## src/rtl/sd_spi_path_sched.sv

```systemverilog
// Routes the core's single SPI master to either the virtual or the physical SD card,
// switching only after the bus has been idle long enough that no transaction is split.
module sd_spi_path_sched #(
   parameter int unsigned IDLE_CYCLES = 16,
   parameter int unsigned ACT_TIMEOUT = 1000000,
   parameter int unsigned RST_PULSE   = 32
) (
   input  logic clk_sys,
   input  logic reset,
   input  logic img_mounted,
   input  logic img_size_nz,
   input  logic reset_on_mount,
   input  logic spi_sck,
   input  logic spi_mosi,
   input  logic spi_ss,
   output logic spi_miso,
   output logic vsd_ss,
   input  logic vsd_miso,
   output logic sd_cs,
   output logic sd_sck,
   output logic sd_mosi,
   input  logic sd_miso,
   output logic vsd_sel,
   output logic led_vsd,
   output logic led_phys,
   output logic mount_reset
);

   localparam int unsigned IdleW = $clog2(IDLE_CYCLES + 1);
   localparam int unsigned ActW  = $clog2(ACT_TIMEOUT + 1);
   localparam int unsigned RstW  = $clog2(RST_PULSE + 1);

   typedef enum logic [0:0] {StSteady, StDrain} state_e;

   state_e           state_q, state_d;
   logic             sel_q, sel_d;
   logic             tgt_q, tgt_d;
   logic             rst_req_q, rst_req_d;
   logic [IdleW-1:0] idle_cnt_q, idle_cnt_d;
   logic [ActW-1:0]  act_cnt_q, act_cnt_d;
   logic [RstW-1:0]  rst_cnt_q, rst_cnt_d;
   logic             mosi_q, miso_q;
   logic             commit;
   logic             toggle;

   // A mount strobe always wins over a commit in the same cycle.
   always_comb begin
      state_d    = state_q;
      sel_d      = sel_q;
      tgt_d      = tgt_q;
      rst_req_d  = rst_req_q;
      idle_cnt_d = idle_cnt_q;
      commit     = 1'b0;
      if (img_mounted) begin
         tgt_d      = img_size_nz;
         rst_req_d  = reset_on_mount;
         idle_cnt_d = '0;
         state_d    = StDrain;
      end else if (state_q == StDrain) begin
         if (!spi_ss) begin
            idle_cnt_d = '0;
         end else if (idle_cnt_q == IdleW'(IDLE_CYCLES - 1)) begin
            commit  = 1'b1;
            sel_d   = tgt_q;
            state_d = StSteady;
         end else begin
            idle_cnt_d = idle_cnt_q + IdleW'(1);
         end
      end
   end

   always_comb begin
      rst_cnt_d = rst_cnt_q;
      if (commit && rst_req_q) begin
         rst_cnt_d = RstW'(RST_PULSE);
      end else if (rst_cnt_q != '0) begin
         rst_cnt_d = rst_cnt_q - RstW'(1);
      end
   end

   assign toggle = (spi_mosi ^ mosi_q) | (spi_miso ^ miso_q);

   always_comb begin
      act_cnt_d = act_cnt_q;
      if (toggle) begin
         act_cnt_d = ActW'(ACT_TIMEOUT);
      end else if (act_cnt_q != '0) begin
         act_cnt_d = act_cnt_q - ActW'(1);
      end
   end

   always_ff @(posedge clk_sys or posedge reset) begin
      if (reset) begin
         state_q    <= StSteady;
         sel_q      <= 1'b0;
         tgt_q      <= 1'b0;
         rst_req_q  <= 1'b0;
         idle_cnt_q <= '0;
         act_cnt_q  <= '0;
         rst_cnt_q  <= '0;
         mosi_q     <= 1'b0;
         miso_q     <= 1'b0;
      end else begin
         state_q    <= state_d;
         sel_q      <= sel_d;
         tgt_q      <= tgt_d;
         rst_req_q  <= rst_req_d;
         idle_cnt_q <= idle_cnt_d;
         act_cnt_q  <= act_cnt_d;
         rst_cnt_q  <= rst_cnt_d;
         mosi_q     <= spi_mosi;
         miso_q     <= spi_miso;
      end
   end

   assign sd_cs       = spi_ss | sel_q;
   assign sd_sck      = spi_sck & ~sel_q;
   assign sd_mosi     = spi_mosi & ~sel_q;
   assign vsd_ss      = spi_ss | ~sel_q;
   assign spi_miso    = sel_q ? vsd_miso : sd_miso;
   assign vsd_sel     = sel_q;
   assign led_vsd     = (act_cnt_q != '0) & sel_q;
   assign led_phys    = (act_cnt_q != '0) & ~sel_q;
   assign mount_reset = (rst_cnt_q != '0);

endmodule

```

## config.mk

```make
export PLATFORM = sky130hd
export DESIGN_NAME = sd_spi_path_sched
export DESIGN_NICKNAME = d
export VERILOG_FILES = /design/src/rtl/sd_spi_path_sched.sv
export SDC_FILE = /design/constraint.sdc
export NUM_CORES = 1
export LEC_CHECK = 0
export ABC_AREA = 1
export BUFFER_PORTS_ARGS = -buffer_cell sky130_fd_sc_hd__buf_2
export CORE_ASPECT_RATIO = 0.9
export CORE_UTILIZATION = 59
export DETAILED_ROUTE_END_ITERATION = 10
export GPL_ROUTABILITY_DRIVEN = 0
export PLACE_DENSITY = 0.86
export SLEW_MARGIN = 20
export SYNTH_ARGS = -nofsm -noshare
export SYNTH_HDL_FRONTEND = slang
export SYNTH_SLANG_ARGS = --single-unit
```

## constraint.sdc

```tcl
create_clock -name clk_sys -period 1.7 [get_ports clk_sys]
set_input_delay 0.17 -clock clk_sys [delete_from_list [all_inputs] [get_ports clk_sys]]
set_output_delay 0.17 -clock clk_sys [all_outputs]
set_load 0.01 [all_outputs]
```

==> impl_metrics.env, run 1 <==
export IMPL_status="finished, violations left"
export IMPL_violations="negative setup slack"
export IMPL_drc=0
export IMPL_worstSetupEndpointType="register"
export IMPL_grt_start_max_net_pins=38
export IMPL_dr_pass1_iters=5
export IMPL_synth_fp_nets=311
export IMPL_cts_tree="built"
export IMPL_area_growth_pct=23.5
export IMPL_via_per_inst=5.51
export IMPL_crit_buf_inv=1
export IMPL_min_period_over_period_pct=101
export IMPL_setup_tns_ns=-0.0234
export IMPL_drt_iter0_markers=231
export IMPL_n_fill_cell=240
export IMPL_ir_worst_vdd_uv=553
export IMPL_grt_antenna_before_repair=0
export IMPL_coreArea_um2=3450
export IMPL_relSlewSlack_pct=69.1
export IMPL_ys_ff_latch=37
export IMPL_fin_ws_ns=-0.0234
export IMPL_die_x_um=65.9
export IMPL_slew_viol_final=0
export IMPL_path_delay_family="simple AND/OR/NAND/NOR gates"
export IMPL_synth_seq_area_share_pct=42.7
export IMPL_numClockSinks=37
export IMPL_fmax_ghz=0.580
export IMPL_htreeDepth=2
export IMPL_final_common_cell="nand2_1"
export IMPL_layout_common_cells="nand2_1, nor2_1, inv_1"
export IMPL_syn_avg_cell_area_um2=7.33
export IMPL_routedWlPerCell_um=14.3
export IMPL_grt_setup_unrepaired="true"
export IMPL_p_leak_nw=1.41
export IMPL_cp_start_kind="register"
export IMPL_crit_required_ns=1.89
export IMPL_port_buffers=18
export IMPL_grt_pass1_wl_um=8090
export IMPL_crit_type="register to register"
export IMPL_rows=20
export IMPL_cts_root_buffer="clkbuf_8"
export IMPL_totalWireLength_um=5630
export IMPL_cp_max_fo=5
export IMPL_synthesis_instances=296
export IMPL_syn_cell_area_um2=2170
export IMPL_fin_skew_ns=0.00488
export IMPL_diodes=0
export IMPL_ios=19
export IMPL_drive_above_1_share_pct=26.6
export IMPL_maxCapViolCount=0
export IMPL_worst_slew_pin_slew_ns=0.463
export IMPL_numCtsBuffers=5
export IMPL_fin_crit_ns=1.72
export IMPL_max_stage_delay_ns=0.38
export IMPL_gr_usage_all_layers_pct=28.2
export IMPL_finalSetupViolCount=1
export IMPL_clk_latency_ns=0.30
export IMPL_fp_dieH_um=59.5
export IMPL_crit_slowest_cell="dfrtp_1"
export IMPL_worst_hold_slack_ns=0.0139
export IMPL_crit_chain="ha_1, nand2_1, nor2_2, ha_2, nand4_1, buf_4, o21ai_0, a21oi_1"
export IMPL_worstPathArrival_ns=1.92
export IMPL_grt_pass1_vias=1984
export IMPL_hp_class="input port to register"
export IMPL_vias=2165
export IMPL_finalHoldViolCount=0
export IMPL_clk_path_buf_depth=2
export IMPL_synth_cell_types=30
export IMPL_grt_ovfl_total=0
export IMPL_dpl_hpwl_um=3350
export IMPL_finalNetCount=363
export IMPL_ys_warn_count=0
export IMPL_die_area_um2=3920
export IMPL_initial_core_util_pct=62.8
export IMPL_power_density_nw_per_um2=744
export IMPL_drtAntennaViolNets=0
export IMPL_path_clk_slew_ns=0.07
==> power by group <==
group / switching, W / leakage (nW) / internal (W) / total [W]
registers: 0.0000328 / 0.462 / 0.000916 / 0.000949
clock network: 0.000330 / 0.0374 / 0.000289 / 0.000619
logic: 0.000268 / 0.916 / 0.000158 / 0.000426
total: 0.000631 / 1.41 / 0.00136 / 0.00199
==> Yosys cell counts, drive strengths merged <==
| master | count | area (um2) |
|---|---|---|
| nand2 | 68 | 263 |
| nor2 | 62 | 263 |
| inv | 47 | 181 |
| dfrtp | 37 | 926 |
| nand3 | 32 | 173 |
| a21oi | 11 | 58.8 |
| o21ai | 8 | 40.0 |
| nand4 | 7 | 43.8 |
| ha | 5 | 62.6 |
| nor3 | 3 | 15.0 |
| or2 | 3 | 18.8 |
| xor2 | 3 | 26.3 |
| a21o | 1 | 7.51 |
| and2 | 1 | 6.26 |
| buf | 1 | 15.0 |
| mux2 | 1 | 11.3 |
| nand3b | 1 | 20.0 |
| o211ai | 1 | 7.51 |
| o21bai | 1 | 7.51 |
| o22ai | 1 | 6.26 |
| o31ai | 1 | 7.51 |
| xnor2 | 1 | 8.76 |
==> stage by stage <==
stage          setup slack, ns  std cells  utilization, %  total power [W]  cell area [um2]
6_report               -0.0234        393            77.6          0.00199             2680
5_1_grt                -0.0846        393            77.6          0.00209             2680
4_1_cts                0.00457        377            72.6          0.00192             2510
3_5_place_dp          -0.00429        359            67.0          0.00129             2310
3_3_place_gp             0.138        359            67.0          0.00128             2310
2_1_floorplan            0.215        296               -          0.00121             2170
==> state kept, by name, indices dropped and copies added (netlist names) <==
name and cells:
idle_cnt_q 5, tgt_q 1, rst_req_q 1, miso_q 1, act_cnt_q 20, vsd_sel 1
state_q 1, mosi_q 1, rst_cnt_q 6
==> per-layer routing <==
| layer | share of wire (%) | track usage (%) | wire length, um |
|---|---|---|---|
| met5 | 0 | 0 | 0 |
| met1 | 39 | 29.8 | 2220 |
| met2 | 50 | 50.6 | 2830 |
| met3 | 6.9 | 8.65 | 389 |
| met4 | 3.5 | 14.0 | 196 |
==> cells by family (layout without fill, tap and decap cells) <==
family / Yosys count / count (layout) / share of synthesized area, %
buf+inv: 48 / 101 / 9.06
simple gates: 177 / 177 / 37.0
fa+ha+maj: 5 / 5 / 2.89
xor+xnor: 4 / 4 / 1.62
compound gates: 24 / 24 / 6.23
mux: 1 / 1 / 0.519
flops: 37 / 37 / 42.7
==> worst paths after layout <==
| kind | start | to | slack [ns] | cells past startpoint |
|---|---|---|---|---|
| setup / recovery | idle_cnt_q[1] | rst_cnt_q[3] | -0.02 | 8 |
| setup reg to reg | idle_cnt_q[1] | rst_cnt_q[3] | -0.02 | 8 |
| min in group asynchronous | reset | idle_cnt_q[1] | 0.51 | 4 |
| hold / removal | spi_mosi | mosi_q | 0.01 | 1 |
| max in group asynchronous | reset | act_cnt_q[17] | 0.85 | 4 |
| hold reg to reg | rst_req_q | rst_req_q | 0.52 | 1 |
==> cell type report <==
type | count | area [um2] | area share, %
Clock inverter | 2 | 15.0 | 0.560
Clock buffer | 6 | 72.6 | 2.71
Inverter | 47 | 181 | 6.77
Tap cell | 44 | 55.1 | 2.06
Timing Repair Buffer | 46 | 303 | 11.3
Multi-Input combinational cell | 211 | 1130 | 42.0
Sequential cell | 37 | 926 | 34.6
==> timing repair <==
item                       in CTS  in global routing
setup buffers                   9                 16
pin swaps                       6                 10
hold endpoints to repair       37                  0
resized for setup              12                 16
hold buffers                    1                  0
setup endpoints to repair       3                 12
gates cloned                    0                  0
(Power assumes the default switching activity.)
==> run 2: changes to the inputs <==
--- a/config.mk
+++ b/config.mk
@@ -11,6 +11,7 @@
 export CORE_UTILIZATION = 59
 export DETAILED_ROUTE_END_ITERATION = 10
 export GPL_ROUTABILITY_DRIVEN = 0
+export GPL_TIMING_DRIVEN = 0
 export PLACE_DENSITY = 0.86
 export SLEW_MARGIN = 20
 export SYNTH_ARGS = -nofsm -noshare
==> run 2 against run 1 <==
Against the previous run:
- global-route usage decreased by 0.27 points
- hold slack lost 0.013 ns
- clock power up 32%
- clock-buffer cell count unchanged
- non-clock buffer count down 3
- design area rose by 1.9%
- die area unchanged
- highest routed layer unchanged
- the flow still finishes with violations (negative setup slack)
==> impl_metrics.env, run 2 (synthesis gave the netlist of run 1 again) <==
export IMPL_grt_use_met2_pct=48.8
export IMPL_drc=0
export IMPL_fin_ws_ns=-0.0370
export IMPL_fin_skew_ns=0.0120
export IMPL_initial_core_util_pct=62.8
export IMPL_drt_iter0_markers=191
export IMPL_grt_antenna_before_repair=0
export IMPL_setup_tns_ns=-0.0666
export IMPL_fp_dieH_um=59.5
export IMPL_place_ws_ns=0.00725
export IMPL_r2r_cells=12
export IMPL_met1_usage_pct=32.6
export IMPL_crit_required_ns=1.53
export IMPL_grt_ovfl_total=0
export IMPL_numCtsBuffers=5
export IMPL_largest_reg_flops=20
export IMPL_finalHoldViolCount=0
export IMPL_gr_usage_all_layers_pct=27.9
export IMPL_maxCapViolCount=0
export IMPL_via_per_inst=5.56
export IMPL_area_growth_pct=25.9
export IMPL_grt_start_max_net_pins=38
export IMPL_cp_max_fo=3
export IMPL_worstSetupEndpointType="output port"
export IMPL_dr_pass1_iters=6
export IMPL_cts_root_buffer="clkbuf_8"
export IMPL_routedWlPerCell_um=14.5
export IMPL_die_x_um=65.9
export IMPL_hp_class="input port to async pin"
export IMPL_cts_tree="built"
export IMPL_utilization_pct=79.0
export IMPL_grt_setup_unrepaired="true"
export IMPL_numClockSinks=37
export IMPL_fin_cells=390
export IMPL_grt_busiest_layer="met2"
export IMPL_layout_common_cells="nand2_1, nor2_1, inv_1"
export IMPL_htreeDepth=2
export IMPL_largest_register="act_cnt_q"
export IMPL_grt_pass1_vias=1938
export IMPL_ir_worst_vdd_uv=511
export IMPL_slew_viol_final=0
export IMPL_dpl_hpwl_um=3270
export IMPL_totalWireLength_um=5670
export IMPL_relSlewSlack_pct=47.8
export IMPL_diodes=0
export IMPL_violations="negative setup slack"
export IMPL_vias=2167
export IMPL_clk_path_buf_depth=2
export IMPL_p_leak_nw=1.43
export IMPL_fin_crit_ns=1.74
export IMPL_use_met3_pct=5.38
export IMPL_drive_above_1_share_pct=27.2
export IMPL_status="finished, violations left"
export IMPL_coreArea_um2=3450
export IMPL_finalNetCount=360
export IMPL_crit_type="register to output port"
export IMPL_cp_start_kind="register"
export IMPL_clk_latency_ns=0.30
export IMPL_cts_hold_fix_buffers=0
export IMPL_min_period_over_period_pct=102
export IMPL_regToRegStartpoint="act_cnt_q[1]"
export IMPL_cp_startpoint="act_cnt_q[1]"
export IMPL_port_buffers=18
export IMPL_final_common_cell="nand2_1"
export IMPL_finalSetupViolCount=2
export IMPL_worstPathArrival_ns=1.57
export IMPL_path_clk_slew_ns=0.08
export IMPL_rows=20
export IMPL_ios=19
export IMPL_worst_slew_pin_slew_ns=0.781
export IMPL_grt_pass1_wl_um=8070
export IMPL_power_density_nw_per_um2=813
export IMPL_dp_cells=358
export IMPL_fmax_ghz=0.576
export IMPL_drtAntennaViolNets=0
export IMPL_top_regs="act_cnt_q: 20 flops, rst_cnt_q: 6 flops, idle_cnt_q: 5 flops"
export IMPL_die_area_um2=3920
-- run 2: cell type report --
class	count	area, um2
timing repair buffer	42	270
clock buffer	6	82.6
multi-input combinational	211	1160
sequential	37	926
inverter	47	181
clock inverter	2	37.5
buffer	1	15.0
fill	216	724
tap	44	55.1
-- run 2: per-layer routing --
| metal | routed length (um) | part of all wire (%) |
|---|---|---|
| met1 | 2280 | 40 |
| met2 | 2810 | 50 |
| met4 | 198 | 3.5 |
| met5 | 0 | 0 |
| met3 | 382 | 6.7 |
-- run 2: path summary, 6_finish.rpt --
kind	to	slack, ns
max	led_phys	-0.04
min in group clk_sys	mosi_q	0.02
max reg2reg	act_cnt_q[18]	0.02
min	rst_cnt_q[0]	0.001
max in group asynchronous	act_cnt_q[9]	1.18
min reg2reg	tgt_q	0.52
-- run 2: worst max-delay path, stage by stage, from the launching register on --
cell,delay [ns]
dfrtp_1,0.41
inv_2,0.12
ha_4,0.17
nand2_4,0.06
nor2_4,0.14
inv_2,0.06
nor2_4,0.12
nor2_1,0.04
buf_2,0.14
-- run 2: what timing repair did --
| item | CTS | global route |
|---|---|---|
| resized for setup | 11 | 21 |
| buffers inserted | 13 | 11 |
| setup endpoints to repair | 4 | 15 |
| pin swaps | 6 | 10 |
-- run 2: metrics by stage --
stage          hold slack, ns  area (um2)  power [W]
2_1_floorplan           0.201        2170    0.00121
3_3_place_gp            0.325        2310    0.00128
3_5_place_dp            0.323        2310    0.00129
4_1_cts                0.0173        2560    0.00213
5_1_grt                0.0242        2730    0.00230
6_report              0.00142        2730    0.00222
-- run 2: where the power goes --
part / total, W / switching (W) / leakage [nW] / internal, W
clock network: 0.000819 / 0.000342 / 0.0574 / 0.000477
registers: 0.000948 / 0.0000324 / 0.462 / 0.000916
logic: 0.000451 / 0.000283 / 0.914 / 0.000168
total: 0.00222 / 0.000657 / 1.43 / 0.00156
